<file path="src/rtl/transfer_n_to_simple_r_pkg.sv">
// ----------------------------------------------------------------------------
// transfer_n_to_simple_r_pkg
//   Shared definitions for the N-beat transfer blocks on the simple AXI
//   interface. It holds the transfer FSM state encoding. The W-side transfer
//   block uses the same encoding, so both sides report the same
//   IDLE/RUN/DONE codes.
//   No ports (package).
// ----------------------------------------------------------------------------
package transfer_n_to_simple_r_pkg;

  // IDLE: waiting for a start pulse.
  // RUN:  moving beats.
  // DONE: one-cycle completion state that drives done_o.
  typedef enum logic [1:0] {
    ST_IDLE = 2'd0,
    ST_RUN  = 2'd1,
    ST_DONE = 2'd2
  } xfer_state_t;

endpackage : transfer_n_to_simple_r_pkg

</file>
<file path="src/rtl/transfer_n_to_simple_r_skid.sv">
// ----------------------------------------------------------------------------
// skid_buffer_2
//   Two-entry register FIFO between the local data source and the R channel.
//   The head entry drives out_data_o directly from a register. It can push
//   and pop in the same cycle, so it sustains one beat per cycle. It keeps
//   accepting one extra beat while the sink stalls.
// Ports
//   clk_i        in   1       clock, rising edge
//   rst_i        in   1       synchronous active-high reset
//   flush_i      in   1       synchronous clear of occupancy and data
//   in_valid_i   in   1       upstream beat valid
//   in_ready_o   out  1       room for a beat (occupancy < 2)
//   in_data_i    in   DATA_W  upstream beat data
//   out_valid_o  out  1       head entry present
//   out_ready_i  in   1       downstream accepts head
//   out_data_o   out  DATA_W  head entry data
// ----------------------------------------------------------------------------
module skid_buffer_2 #(
  parameter int DATA_W = 32
) (
  input  logic              clk_i,
  input  logic              rst_i,
  input  logic              flush_i,
  input  logic              in_valid_i,
  output logic              in_ready_o,
  input  logic [DATA_W-1:0] in_data_i,
  output logic              out_valid_o,
  input  logic              out_ready_i,
  output logic [DATA_W-1:0] out_data_o
);

  logic [1:0]        r_count;
  logic [DATA_W-1:0] r_head;
  logic [DATA_W-1:0] r_tail;
  logic              w_push;
  logic              w_pop;

  // Handshake decode from occupancy.
  always_comb begin
    in_ready_o  = (r_count != 2'd2);
    out_valid_o = (r_count != 2'd0);
    out_data_o  = r_head;
    w_push      = in_valid_i && in_ready_o;
    w_pop       = out_valid_o && out_ready_i;
  end

  // Storage and occupancy update. The head always holds the oldest beat.
  always_ff @(posedge clk_i) begin
    if (rst_i || flush_i) begin
      r_count <= 2'd0;
      r_head  <= '0;
      r_tail  <= '0;
    end else begin
      case ({w_push, w_pop})
        2'b10: begin
          if (r_count == 2'd0) begin
            r_head <= in_data_i;
          end else begin
            r_tail <= in_data_i;
          end
          r_count <= r_count + 2'd1;
        end
        2'b01: begin
          r_head  <= r_tail;
          r_count <= r_count - 2'd1;
        end
        2'b11: begin
          // Occupancy stays the same. With one entry, the new beat becomes
          // the head. With two entries, the tail moves up to the head.
          if (r_count == 2'd1) begin
            r_head <= in_data_i;
          end else begin
            r_head <= r_tail;
            r_tail <= in_data_i;
          end
        end
        default: begin
          r_count <= r_count;
        end
      endcase
    end
  end

endmodule : skid_buffer_2

</file>
<file path="src/rtl/transfer_n_to_simple_r.sv">
// ----------------------------------------------------------------------------
// transfer_n_to_simple_r
//   Sends exactly N beats from a local data stream onto the R channel of the
//   simple AXI interface. A 2-entry skid buffer sits between the source and
//   the channel. The top holds the IDLE/RUN/DONE FSM and two counters:
//     - accept-left: counts beats still to take from the source.
//     - send-left:   counts beats still to hand to the R channel.
// Ports
//   clk_i               in   1             clock, rising edge
//   rst_i               in   1             synchronous active-high reset
//   transferCount_i     in   MAX_TRANSF_W  N, sampled on start in IDLE
//   initiateTransfer_i  in   1             start pulse, ignored unless IDLE
//   busy_o              out  1             high while not IDLE
//   done_o              out  1             one-cycle completion pulse
//   data_valid_i        in   1             source beat valid
//   data_i              in   AXI_DATA_W    source beat data
//   data_ready_o        out  1             source beat accepted on valid&&ready
//   m_rvalid_o          out  1             R channel valid
//   m_rready_i          in   1             R channel ready
//   m_rdata_o           out  AXI_DATA_W    R channel data
//   m_rlast_o           out  1             marks beat N
// ----------------------------------------------------------------------------
module transfer_n_to_simple_r
  import transfer_n_to_simple_r_pkg::*;
#(
  parameter int AXI_DATA_W   = 32,
  parameter int MAX_TRANSF_W = 32
) (
  input  logic                    clk_i,
  input  logic                    rst_i,
  input  logic [MAX_TRANSF_W-1:0] transferCount_i,
  input  logic                    initiateTransfer_i,
  output logic                    busy_o,
  output logic                    done_o,
  input  logic                    data_valid_i,
  input  logic [AXI_DATA_W-1:0]   data_i,
  output logic                    data_ready_o,
  output logic                    m_rvalid_o,
  input  logic                    m_rready_i,
  output logic [AXI_DATA_W-1:0]   m_rdata_o,
  output logic                    m_rlast_o
);

  localparam logic [MAX_TRANSF_W-1:0] CNT_ONE = MAX_TRANSF_W'(1'b1);

  xfer_state_t             r_state;
  xfer_state_t             w_state_next;
  logic [MAX_TRANSF_W-1:0] r_accept_left;
  logic [MAX_TRANSF_W-1:0] r_send_left;

  logic                    w_running;
  logic                    w_start;
  logic                    w_src_valid;
  logic                    w_buf_in_ready;
  logic                    w_buf_out_valid;
  logic                    w_buf_out_ready;
  logic [AXI_DATA_W-1:0]   w_buf_data;
  logic                    w_src_fire;
  logic                    w_r_fire;
  logic                    w_last_beat;
  logic                    w_flush;

  // Handshake qualification shared by the FSM, the counters and the outputs.
  always_comb begin
    w_running       = (r_state == ST_RUN);
    w_start         = initiateTransfer_i && (r_state == ST_IDLE);
    // The source is only offered to the buffer while beats remain to be taken,
    // which caps acceptance at exactly N.
    w_src_valid     = data_valid_i && w_running && (r_accept_left != '0);
    w_src_fire      = w_src_valid && w_buf_in_ready;
    w_buf_out_ready = m_rready_i && w_running;
    w_r_fire        = w_buf_out_valid && w_buf_out_ready;
    w_last_beat     = (r_send_left == CNT_ONE);
    // The buffer is empty by DONE. Clearing it here also clears the head
    // register, so m_rdata_o does not keep stale data between transfers.
    w_flush         = (r_state == ST_DONE);
  end

  skid_buffer_2 #(
    .DATA_W (AXI_DATA_W)
  ) u_skid (
    .clk_i       (clk_i),
    .rst_i       (rst_i),
    .flush_i     (w_flush),
    .in_valid_i  (w_src_valid),
    .in_ready_o  (w_buf_in_ready),
    .in_data_i   (data_i),
    .out_valid_o (w_buf_out_valid),
    .out_ready_i (w_buf_out_ready),
    .out_data_o  (w_buf_data)
  );

  // FSM state register.
  always_ff @(posedge clk_i) begin
    if (rst_i) begin
      r_state <= ST_IDLE;
    end else begin
      r_state <= w_state_next;
    end
  end

  // FSM next-state logic.
  always_comb begin
    w_state_next = r_state;
    case (r_state)
      ST_IDLE: begin
        if (w_start) begin
          if (transferCount_i == '0) begin
            w_state_next = ST_DONE;
          end else begin
            w_state_next = ST_RUN;
          end
        end else begin
          w_state_next = ST_IDLE;
        end
      end
      ST_RUN: begin
        if (w_r_fire && w_last_beat) begin
          w_state_next = ST_DONE;
        end else begin
          w_state_next = ST_RUN;
        end
      end
      ST_DONE: begin
        w_state_next = ST_IDLE;
      end
      default: begin
        w_state_next = ST_IDLE;
      end
    endcase
  end

  // Beat counters. They load on start and decrement on their own handshake.
  // They saturate at zero and never wrap.
  always_ff @(posedge clk_i) begin
    if (rst_i) begin
      r_accept_left <= '0;
      r_send_left   <= '0;
    end else if (w_start) begin
      r_accept_left <= transferCount_i;
      r_send_left   <= transferCount_i;
    end else begin
      if (w_src_fire && (r_accept_left != '0)) begin
        r_accept_left <= r_accept_left - CNT_ONE;
      end else begin
        r_accept_left <= r_accept_left;
      end
      if (w_r_fire && (r_send_left != '0)) begin
        r_send_left <= r_send_left - CNT_ONE;
      end else begin
        r_send_left <= r_send_left;
      end
    end
  end

  // FSM and channel outputs. All of them decode registered state only.
  always_comb begin
    busy_o       = (r_state != ST_IDLE);
    done_o       = (r_state == ST_DONE);
    data_ready_o = w_running && (r_accept_left != '0) && w_buf_in_ready;
    m_rvalid_o   = w_running && w_buf_out_valid;
    m_rlast_o    = m_rvalid_o && w_last_beat;
    if (m_rvalid_o) begin
      m_rdata_o = w_buf_data;
    end else begin
      m_rdata_o = '0;
    end
  end

endmodule : transfer_n_to_simple_r

</file>
<file path="config.mk">
export PLATFORM = sky130hd
export DESIGN_NAME = transfer_n_to_simple_r
export DESIGN_NICKNAME = d
export VERILOG_FILES = /design/src/rtl/transfer_n_to_simple_r_pkg.sv /design/src/rtl/transfer_n_to_simple_r_skid.sv /design/src/rtl/transfer_n_to_simple_r.sv
export SDC_FILE = /design/constraint.sdc
export NUM_CORES = 1
export LEC_CHECK = 0
export CAP_MARGIN = 20
export CORE_AREA = 2 2 157 159
export DETAILED_ROUTE_END_ITERATION = 8
export DIE_AREA = 0 0 159 161
export PLACE_DENSITY_LB_ADDON = 0.15
export SLEW_MARGIN = 20
export SYNTH_ARGS = -nofsm -noshare
export SYNTH_HDL_FRONTEND = slang
export SYNTH_HIERARCHICAL = 1
export SYNTH_SLANG_ARGS = --single-unit
</file>
<file path="constraint.sdc">
create_clock -name clk_i -period 5.85 [get_ports clk_i]
set_input_delay 0.585 -clock clk_i [delete_from_list [all_inputs] [get_ports clk_i]]
set_output_delay 0.585 -clock clk_i [all_outputs]
set_load 0.03 [all_outputs]
</file>
# Yosys cells after proc, flatten, opt, wreduce, memory -nomap -nowiden
# Index checks and enable logic that the tools add are counted.
[word_totals]
ff_bits = 132
in_bits = 69
out_inout_bits = 37
elab_cells = 65
[classes]
add_sub_neg = 4
n_eq_ne = 11
mux = 16
reduce_logical = 28
[op_table]
columns = ["op", "n"]
rows = [
  ["$mux W32", 9],
  ["$pmux W32 S3", 1],
  ["$pmux W32 S2", 1],
  ["$reduce_bool A32 Y1", 2],
  ["$sub A32 B1 Y32 const B", 2],
  ["$eq A32 B1 Y1 const B", 1],
  ["$logic_not A32 Y1", 1],
  ["$logic_and A1 B1 Y1", 13],
  ["$reduce_bool A2 Y1", 6],
  ["$pmux W2 S2", 2],
  ["$eq A2 B1 Y1 const B", 3],
  ["$eq A2 B2 Y1 const B", 3],
  ["$mux W2", 3],
  ["$ne A2 B2 Y1 const B", 3],
  ["$logic_not A2 Y1", 2],
  ["$reduce_and A3 Y1", 1],
  ["$reduce_bool A3 Y1", 1],
  ["$add A2 B1 Y2 const B", 1],
  ["$ne A2 B1 Y1 const B", 1],
  ["$reduce_and A2 Y1", 1],
  ["$sub A2 B1 Y2 const B", 1],
  ["$logic_or A1 B1 Y1", 1],
]

# Longest topological paths before layout
# Gate-level depths: netlist of the first run.
[logic_depth]
ltp_word = 7
mapped_depth = 13
depth_no_buf = 12

# Cells and area by module
# Netlist of the first run, hierarchy kept.
[modules_own_cells]
columns = ["module", "instances", "cells_per_inst", "area_each_um2", "seq_area_each_um2"]
rows = [
  ["transfer_n_to_simple_r", 1, 517, 4124.0, 1321.3],
  ["skid_buffer_2", 1, 315, 2901.5, 1321.3],
]

# Worst setup path after synthesis of the first run
# Ideal clock, no wire load.
[synth_path]
path_type = "reg-to-reg"
start = "register r_accept_left[21]"
end = "register u_skid.r_head[31], in the netlist u_skid/out_data_o[31]"
setup_time_ps = 133
arrival_time_ps = 3001
t_required_ps = 5717
setup_slack_ps = 2716
path_stages_with_launch = 12
n_path_buf = 1
synth_period_minus_slack_ps = 3134
cell_sequence = "dfxtp_1 > or4_1 > nor4_4 > and2_1 > and3b_1 > and2b_1 > ha_1 > nor2b_1 > o21a_4 > buf_8 > a221oi_2 > nor3_2"
[synth_via]
elab_chain_cells = 6
word_cells_on_any_way = 10
cone_classes = "eq/ne: 4; mux: 1; reduce/logical: 5"
[synth_lines]
columns = ["item", "line_no", "rtl"]
rows = [
  ["start: declaration", "transfer_n_to_simple_r.sv:48", "logic [MAX_TRANSF_W-1:0] r_accept_left;"],
  ["start signal: assignment", "transfer_n_to_simple_r.sv:140", "r_accept_left <= transferCount_i;"],
  ["start signal: assignment", "transfer_n_to_simple_r.sv:144", "r_accept_left <= r_accept_left - CNT_ONE;"],
  ["start signal: assignment", "transfer_n_to_simple_r.sv:146", "r_accept_left <= r_accept_left;"],
  ["$reduce_bool A32 Y1 (*)", "transfer_n_to_simple_r.sv:69", "w_src_valid = data_valid_i && w_running && (r_accept_left != '0);"],
  ["$logic_and A1 B1 Y1 (*)", "transfer_n_to_simple_r.sv:69", ""],
  ["via w_src_valid", "transfer_n_to_simple_r.sv:53", "logic w_src_valid;"],
  ["$logic_and A1 B1 Y1 (*)", "transfer_n_to_simple_r_skid.sv:43", "w_push = in_valid_i && in_ready_o;"],
  ["$eq A2 B2 Y1 or $eq A2 B1 Y1 (tied branches)", "transfer_n_to_simple_r_skid.sv:54", "case ({w_push, w_pop})"],
  ["$ne A2 B1 Y1 (no source line) or $reduce_bool A3 Y1 (tied branches)", "-", ""],
  ["$reduce_and A2 Y1 (no source line)", "-", ""],
  ["end signal: assignment", "transfer_n_to_simple_r_skid.sv:57", "r_head <= in_data_i;"],
  ["end signal: assignment", "transfer_n_to_simple_r_skid.sv:64", "r_head <= r_tail;"],
  ["end signal: assignment", "transfer_n_to_simple_r_skid.sv:71", "r_head <= in_data_i;"],
  ["end: declaration", "transfer_n_to_simple_r_skid.sv:33", "logic [DATA_W-1:0] r_head;"],
]
# The timed path passes the listed nets; every way through them passes the cells marked *.
# A chain may end at the register's enable or synchronous reset.

# Final worst setup path of the first run
[layout_path]
start = "register r_accept_left[21]"
end = "register u_skid.r_tail[21]"
[layout_via]
elab_chain_cells = 6
word_cells_on_any_way = 10
cone_classes = "eq/ne: 4; mux: 1; reduce/logical: 5"
[layout_lines]
columns = ["item", "line_no", "rtl"]
rows = [
  ["$reduce_bool A32 Y1 (*)", "transfer_n_to_simple_r.sv:69", ""],
  ["$logic_and A1 B1 Y1 (*)", "transfer_n_to_simple_r.sv:69", ""],
  ["via w_src_valid", "transfer_n_to_simple_r.sv:53", ""],
  ["$logic_and A1 B1 Y1 (*)", "transfer_n_to_simple_r_skid.sv:43", ""],
  ["$eq A2 B2 Y1", "transfer_n_to_simple_r_skid.sv:54", ""],
  ["$ne A2 B2 Y1 (no source line) or $reduce_bool A2 Y1 (tied branches)", "-", ""],
  ["$reduce_and A3 Y1 (no source line)", "-", ""],
  ["end signal: assignment", "transfer_n_to_simple_r_skid.sv:59", "r_tail <= in_data_i;"],
  ["end signal: assignment", "transfer_n_to_simple_r_skid.sv:74", "r_tail <= in_data_i;"],
  ["end: declaration", "transfer_n_to_simple_r_skid.sv:34", "logic [DATA_W-1:0] r_tail;"],
]
# Marks and branches as above.

==> summary.txt, run 1 <==
Floorplan
  • Initial Util: 29.3%
  • Die Wd: 159 um
  • Die Y: 161 um
  • IO Count: 106
  • Core area: 0.0240 mm2
  • Die ar.: 0.0256 mm2
  • # rows: 57

GRT
  • Largest net degree at the start of global routing: 87
  • Vias in the first global route: 6,314
  • Total global routing overflow: 0
  • Tot GR Track Use: 17.9%
  • Initial antenna violation count: 2
  • First-pass GRT wire length: 36.2 mm

STA
  • RSZ-0062 raised after global routing: no
  • Slack of the critical path: 2.03 ns
  • Hold WS: 0.469 ns
  • Worst-margin pin slew: 0.966 ns
  • Period utilization: 65.3%
  • Final hold vios: 0
  • Max Clock Skew: 0.0205 ns
  • Slew Viols, Final: 0
  • Setup-failing EPs final: 0
  • Fmax: 262 MHz
  • Minimum clock period: 3.82 ns
  • Slew HR: 35.5%
  • TNS Setup: 0 ns

Setup path
  • Crit-path max FO: 20
  • Critical Setup Path Class: register to register
  • Worst setup SP type: register
  • Required @ worst endpoint: 6.20 ns
  • Element type at the critical path end: register
  • WP data arrival: 4.18 ns

Route
  • Vias/cell: 5.20
  • Vias: 6,484
  • DRT antenna net count: 0
  • Routed WL per cell: 18.2 um
  • DRC viols: 0
  • DR iter-0 viols: 478
  • Total Wirelength: 22.7 mm
  • Pre-Repair DR Iteration Count: 4

Synthesis
  • Synth Net Count: 911
  • Fraction of registers with async set/reset: 0%
  • Synthesized instance count: 832
  • Unique masters post-synth: 68
  • Yosys Warn Count: 6
  • Synth Area per Inst: 8.44 um2
  • Most used DFF post-synth: dfxtp_1
  • Synth Cell Area: 0.00703 mm2
  • Post-synth EDFFs: 0
  • Yosys reg bits: 132
  • Seq/Total Area, Yosys: 37.6%

Placed design
  • Area post-placement: 0.00827 mm2
  • DP Worst Slack: 2.01 ns
  • Port-buffer cells: 105
  • GP Congestion: 0.868
  • Hpwl dp: 15.6 mm

Clock tree
  • Clock Sinks: 132
  • PostCTS Resize Cnt: 0
  • Clock root cell: clkbuf_16
  • Clk buf depth: 2
  • Post-CTS setup buffers: 0
  • Clock Pin Slew Worst Setup and Hold Paths: 0.07 ns
  • Hold buffer count at cts: 0
  • Later-pin clock latency in the skew report: 0.44 ns
  • CTS tree: built
  • CTS buffer count: 17
  • Total number of H-tree levels: 4

Cells and area
  • Synthesis-to-layout area growth: 26.7%
  • Fill count: 2,540
  • Number of nets in the layout: 988
  • Final instance area: 0.00890 mm2
  • Fraction of layout cells with a size suffix above 1: 11.2%
  • Most frequent cells in the layout: dfxtp_1, clkdlybuf4s50_1, nand2_1, nor2_1, a21oi_1
  • Most common cell after layout, fill and taps aside: dfxtp_1

Flow run
  • # Max-Cap Violations: 0

Pwr
  • Pwr per Cell Area: 298 mW/mm2
  • PnR Total Power: 2.65 mW
  • Max IR drop VDD: 0.165 mV
  • P_leak: 3.17 nW

Hold path
  • Worst hold path type: register to register

Status
  • Outcome: finished, final reports clean
[where the power goes]
group / switching [mW] / internal [mW]
Sequential: 0.0601 / 0.972
Clock: 0.494 / 0.658
Combinational: 0.284 / 0.183
Total: 0.839 / 1.81
[stage by stage]
step                      util, %  cells
final                        37.2   1247
after CTS                    37.1   1246
after global routing         37.1   1246
after floorplan                 -    832
after detailed placement     34.5   1214
after global placement       34.5   1214
[final cells by class]
class,instances,area (um2),area share [%]
multi-input cells,630,4050,45.5
flip-flops and latches,132,2640,29.7
repair buffers,115,1120,12.6
clock buffers,17,425,4.78
well taps,324,405,4.55
clock inverters,15,208,2.33
inverters,13,48.8,0.548
diodes,1,2.50,0.0281
[worst max-delay path: stages (launching register included)]
cell and delay [ns]:
dfxtp_1 0.32, or4_1 0.60, nor4_4 0.42, and2_1 0.30, and3b_1 0.20, and2b_1 0.24
ha_1 0.26, nor2b_1 0.18, o21a_1 0.69, buf_4 0.33, nand2_1 0.07, a21oi_1 0.12
[metal layers]
layer | GRT usage (%) | wire length, um
met1 | 24.4 | 10900
met2 | 27.7 | 10300
met3 | 4.21 | 1150
met4 | 6.36 | 437
met5 | 0 | 16
[worst paths after layout]
path,start,end,slack (ns),depth (start not counted)
hold / removal,u_skid/r_tail[25]$_SDFFE_PP0P_,u_skid/r_tail[25]$_SDFFE_PP0P_,0.47,2
setup reg to reg,r_accept_left[21]$_SDFFE_PP0P_,u_skid/r_tail[21]$_SDFFE_PP0P_,2.03,11
hold reg to reg,u_skid/r_tail[25]$_SDFFE_PP0P_,u_skid/r_tail[25]$_SDFFE_PP0P_,0.47,2
setup / recovery,r_accept_left[21]$_SDFFE_PP0P_,u_skid/r_tail[21]$_SDFFE_PP0P_,2.03,11
[cell families (layout without fill, tap and decap cells)]
group,count (synthesis),count (layout),synth area share [%]
compound gates,182,182,20.6
xor+xnor,33,33,4.11
buf+inv,70,160,4.92
simple gates,404,404,30.8
mux,1,1,0.142
flops,132,132,37.6
other cells,0,1,0
fa+ha+maj,10,10,1.78
[cells in the mapped netlist, types with 17 or more instances]
cell / number / area share [%]
dfxtp_1: 132 / 38
nand2_1: 104 / 5.6
nor2_1: 74 / 4.0
a21oi_1: 63 / 4.5
nor3_1: 50 / 3.6
and3_1: 39 / 3.5
clkbuf_1: 33 / 1.8
a221oi_2: 30 / 6.4
xor2_1: 25 / 3.1
nand3_1: 20 / 1.4
a31oi_1: 19 / 1.7
nor4_1: 18 / 1.6
a211oi_1: 17 / 1.8
[sequential cells by signal (all words and copies together), names as in the netlist]
name / cells
r_state: 2
r_accept_left: 32
r_send_left: 32
u_skid/out_data_o: 32
u_skid/r_tail: 32
u_skid/r_count: 2
No activity file was read; power rests on OpenSTA's default activity.
==> run 2, diff against run 1 <==
==> constraint.sdc (replaced) <==
create_clock -name clk_i -period 4 [get_ports clk_i]
set_input_delay 0.4 -clock clk_i [delete_from_list [all_inputs] [get_ports clk_i]]
set_output_delay 0.4 -clock clk_i [all_outputs]
set_load 0.03 [all_outputs]
==> run 2 against run 1 <==
  * Global-route usage up 0.30 points
  * Sequential power increased by 47%
  * Clock power rose by 36%
  * Setup slack got worse by 1.6 ns
  * Non-clock buffer count grew 10
  * Register-to-register slack got worse by 1.6 ns
  * Sequential cell count unchanged
  * Total power is 43% higher
  * Sequential share of layout area decreased by 0.16 points
  * Combinational power is 51% higher
  * Critical path depth decreased by 1
  * Critical path type unchanged
  * Critical endpoint is now u_skid/out_data_o[29]$_SDFFE_PP0P_
  * Highest routed layer unchanged
==> summary.txt, run 2 (synthesis gave the netlist of run 1 again) <==
Status
  • Outcome: finished, final reports clean

Pwr
  • Switching share of total power: 31.3%
  • Net switching power: 1.18 mW
  • Comb pwr share: 18.7%
  • Power share of the clock group: 41.4%
  • Max IR drop VDD: 0.253 mV
  • P_leak: 3.21 nW
  • Pwr per Cell Area: 422 mW/mm2
  • Sequential share of power: 39.9%
  • Pint: 2.60 mW

Clock tree
  • Post-CTS setup buffers: 0
  • CTS buffer count: 17
  • PostCTS Resize Cnt: 0
  • Hold buffer count at cts: 0
  • CTS tree: built
  • Clock root cell: clkbuf_16
  • Later-pin clock latency in the skew report: 0.42 ns
  • Clk buf depth: 2
  • Total number of H-tree levels: 4
  • Clock Sinks: 132
  • Clock Pin Slew Worst Setup and Hold Paths: 0.07 ns

Floorplan
  • Initial Util: 29.3%
  • Core area: 0.0240 mm2
  • Die Wd: 159 um
  • Die Y: 161 um
  • IO Count: 106
  • # rows: 57
  • Die ar.: 0.0256 mm2

STA
  • Slack of the critical path: 0.461 ns
  • RSZ-0062 raised after global routing: no
  • Final hold vios: 0
  • Slew Viols, Final: 0
  • Fmax: 283 MHz
  • Minimum clock period: 3.54 ns
  • TNS Setup: 0 ns
  • Setup-failing EPs final: 0
  • Worst-margin pin slew: 0.796 ns
  • Max Clock Skew: 0.0147 ns
  • Period utilization: 88.5%
  • Hold WS: 0.459 ns
  • Slew HR: 46.6%

GRT
  • Vias in the first global route: 6,367
  • Total global routing overflow: 0
  • Initial antenna violation count: 1
  • Tot GR Track Use: 18.2%
  • Largest net degree at the start of global routing: 73
  • First-pass GRT wire length: 36.7 mm

Setup path
  • Crit-path slowest cell: or4_1
  • Crit-path max FO: 32
  • Largest stage delay, worst path: 0.62 ns
  • Worst setup SP type: register
  • Critical Path Stages: 10
  • Required @ worst endpoint: 4.29 ns
  • Element type at the critical path end: register
  • Worst reg-to-reg path cell count: 10
  • CP Buf/Inv Count: 0
  • Delay-heaviest family, CP: simple AND/OR/NAND/NOR gates
  • WP data arrival: 3.83 ns
  • Cells along the critical path: or4_1 -> nor4_4 -> and2_1 -> and3b_1 -> and2b_1 -> ha_1 -> nor2b_1 -> o21a_4 -> a221oi_1 -> nor3_1
  • Critical Setup Path Class: register to register

Hold path
  • Worst hold path type: register to register
  • Hold path depth: 2

Placed design
  • Cell Count Post-Placement: 1,224
  • GP Congestion: 0.852
  • DP Worst Slack: 0.432 ns
  • Hpwl dp: 16.2 mm
  • Port-buffer cells: 105
  • Area post-placement: 0.00837 mm2

Route
  • Vias/cell: 5.20
  • Total Wirelength: 23.0 mm
  • DRC viols: 0
  • Routed WL per cell: 18.3 um
  • Vias: 6,532
  • Pre-Repair DR Iteration Count: 4
  • DRT antenna net count: 0
  • DR iter-0 viols: 380

Cells and area
  • Final instance area: 0.00895 mm2
  • Number of nets in the layout: 998
  • Antenna cells: 0
  • Final Non-Filler Cells: 1,256
  • Most common cell after layout, fill and taps aside: dfxtp_1
  • Fraction of layout cells with a size suffix above 1: 12.1%
  • Synthesis-to-layout area growth: 27.4%
  • Most frequent cells in the layout: dfxtp_1, clkdlybuf4s50_1, nand2_1, nor2_1, a21oi_1
  • Fill count: 2,547

Flow run
  • # Max-Cap Violations: 0
==> run 2: area by class of cell <==
cell class	instances	area, um2	share of cell area, %
clock inverters	14	144	1.61
well taps	324	405	4.53
inverters	13	48.8	0.545
repair buffers	125	1220	13.6
flip-flops and latches	132	2640	29.5
clock buffers	18	439	4.91
multi-input cells	630	4050	45.2
==> run 2: worst paths after layout <==
path | to | slack (ns) | startpoint
max reg2reg | u_skid/out_data_o[29]$_SDFFE_PP0P_ | 0.46 | r_accept_left[21]$_SDFFE_PP0P_
min reg2reg | u_skid/r_tail[29]$_SDFFE_PP0P_ | 0.46 | u_skid/r_tail[29]$_SDFFE_PP0P_
min | u_skid/r_tail[29]$_SDFFE_PP0P_ | 0.46 | u_skid/r_tail[29]$_SDFFE_PP0P_
max | u_skid/out_data_o[29]$_SDFFE_PP0P_ | 0.46 | r_accept_left[21]$_SDFFE_PP0P_
==> run 2: metrics by stage <==
step	total power, mW	util [%]
after CTS	3.82	37.3
after floorplan	1.97	-
after detailed placement	2.24	34.9
after global routing	3.97	37.3
after global placement	2.25	34.9
final	3.78	37.3
==> run 2: tightest hold or removal path, delay by kind of cell (launching register included) <==
family / cells / cell delay, ns
flops: 1 / 0.31
compound gates: 1 / 0.05
simple gates: 1 / 0.05
==> run 2: power groups by stage <==
stage	combinational [mW]	sequential (mW)	clock (mW)
after floorplan	0.459	1.51	0
after global placement	0.708	1.54	0
after detailed placement	0.708	1.54	0
after CTS	0.712	1.51	1.60
after global routing	0.780	1.52	1.66
final	0.707	1.51	1.56
==> run 2: metal layers <==
layer  routed length, um  global-route usage (%)  up-vias
li1                    -                       -     3246
met1               10800                    24.5     3097
met2               10700                    29.4      163
met3                1130                    3.85       24
met4                 345                    5.25        2
met5                  11                       0        -
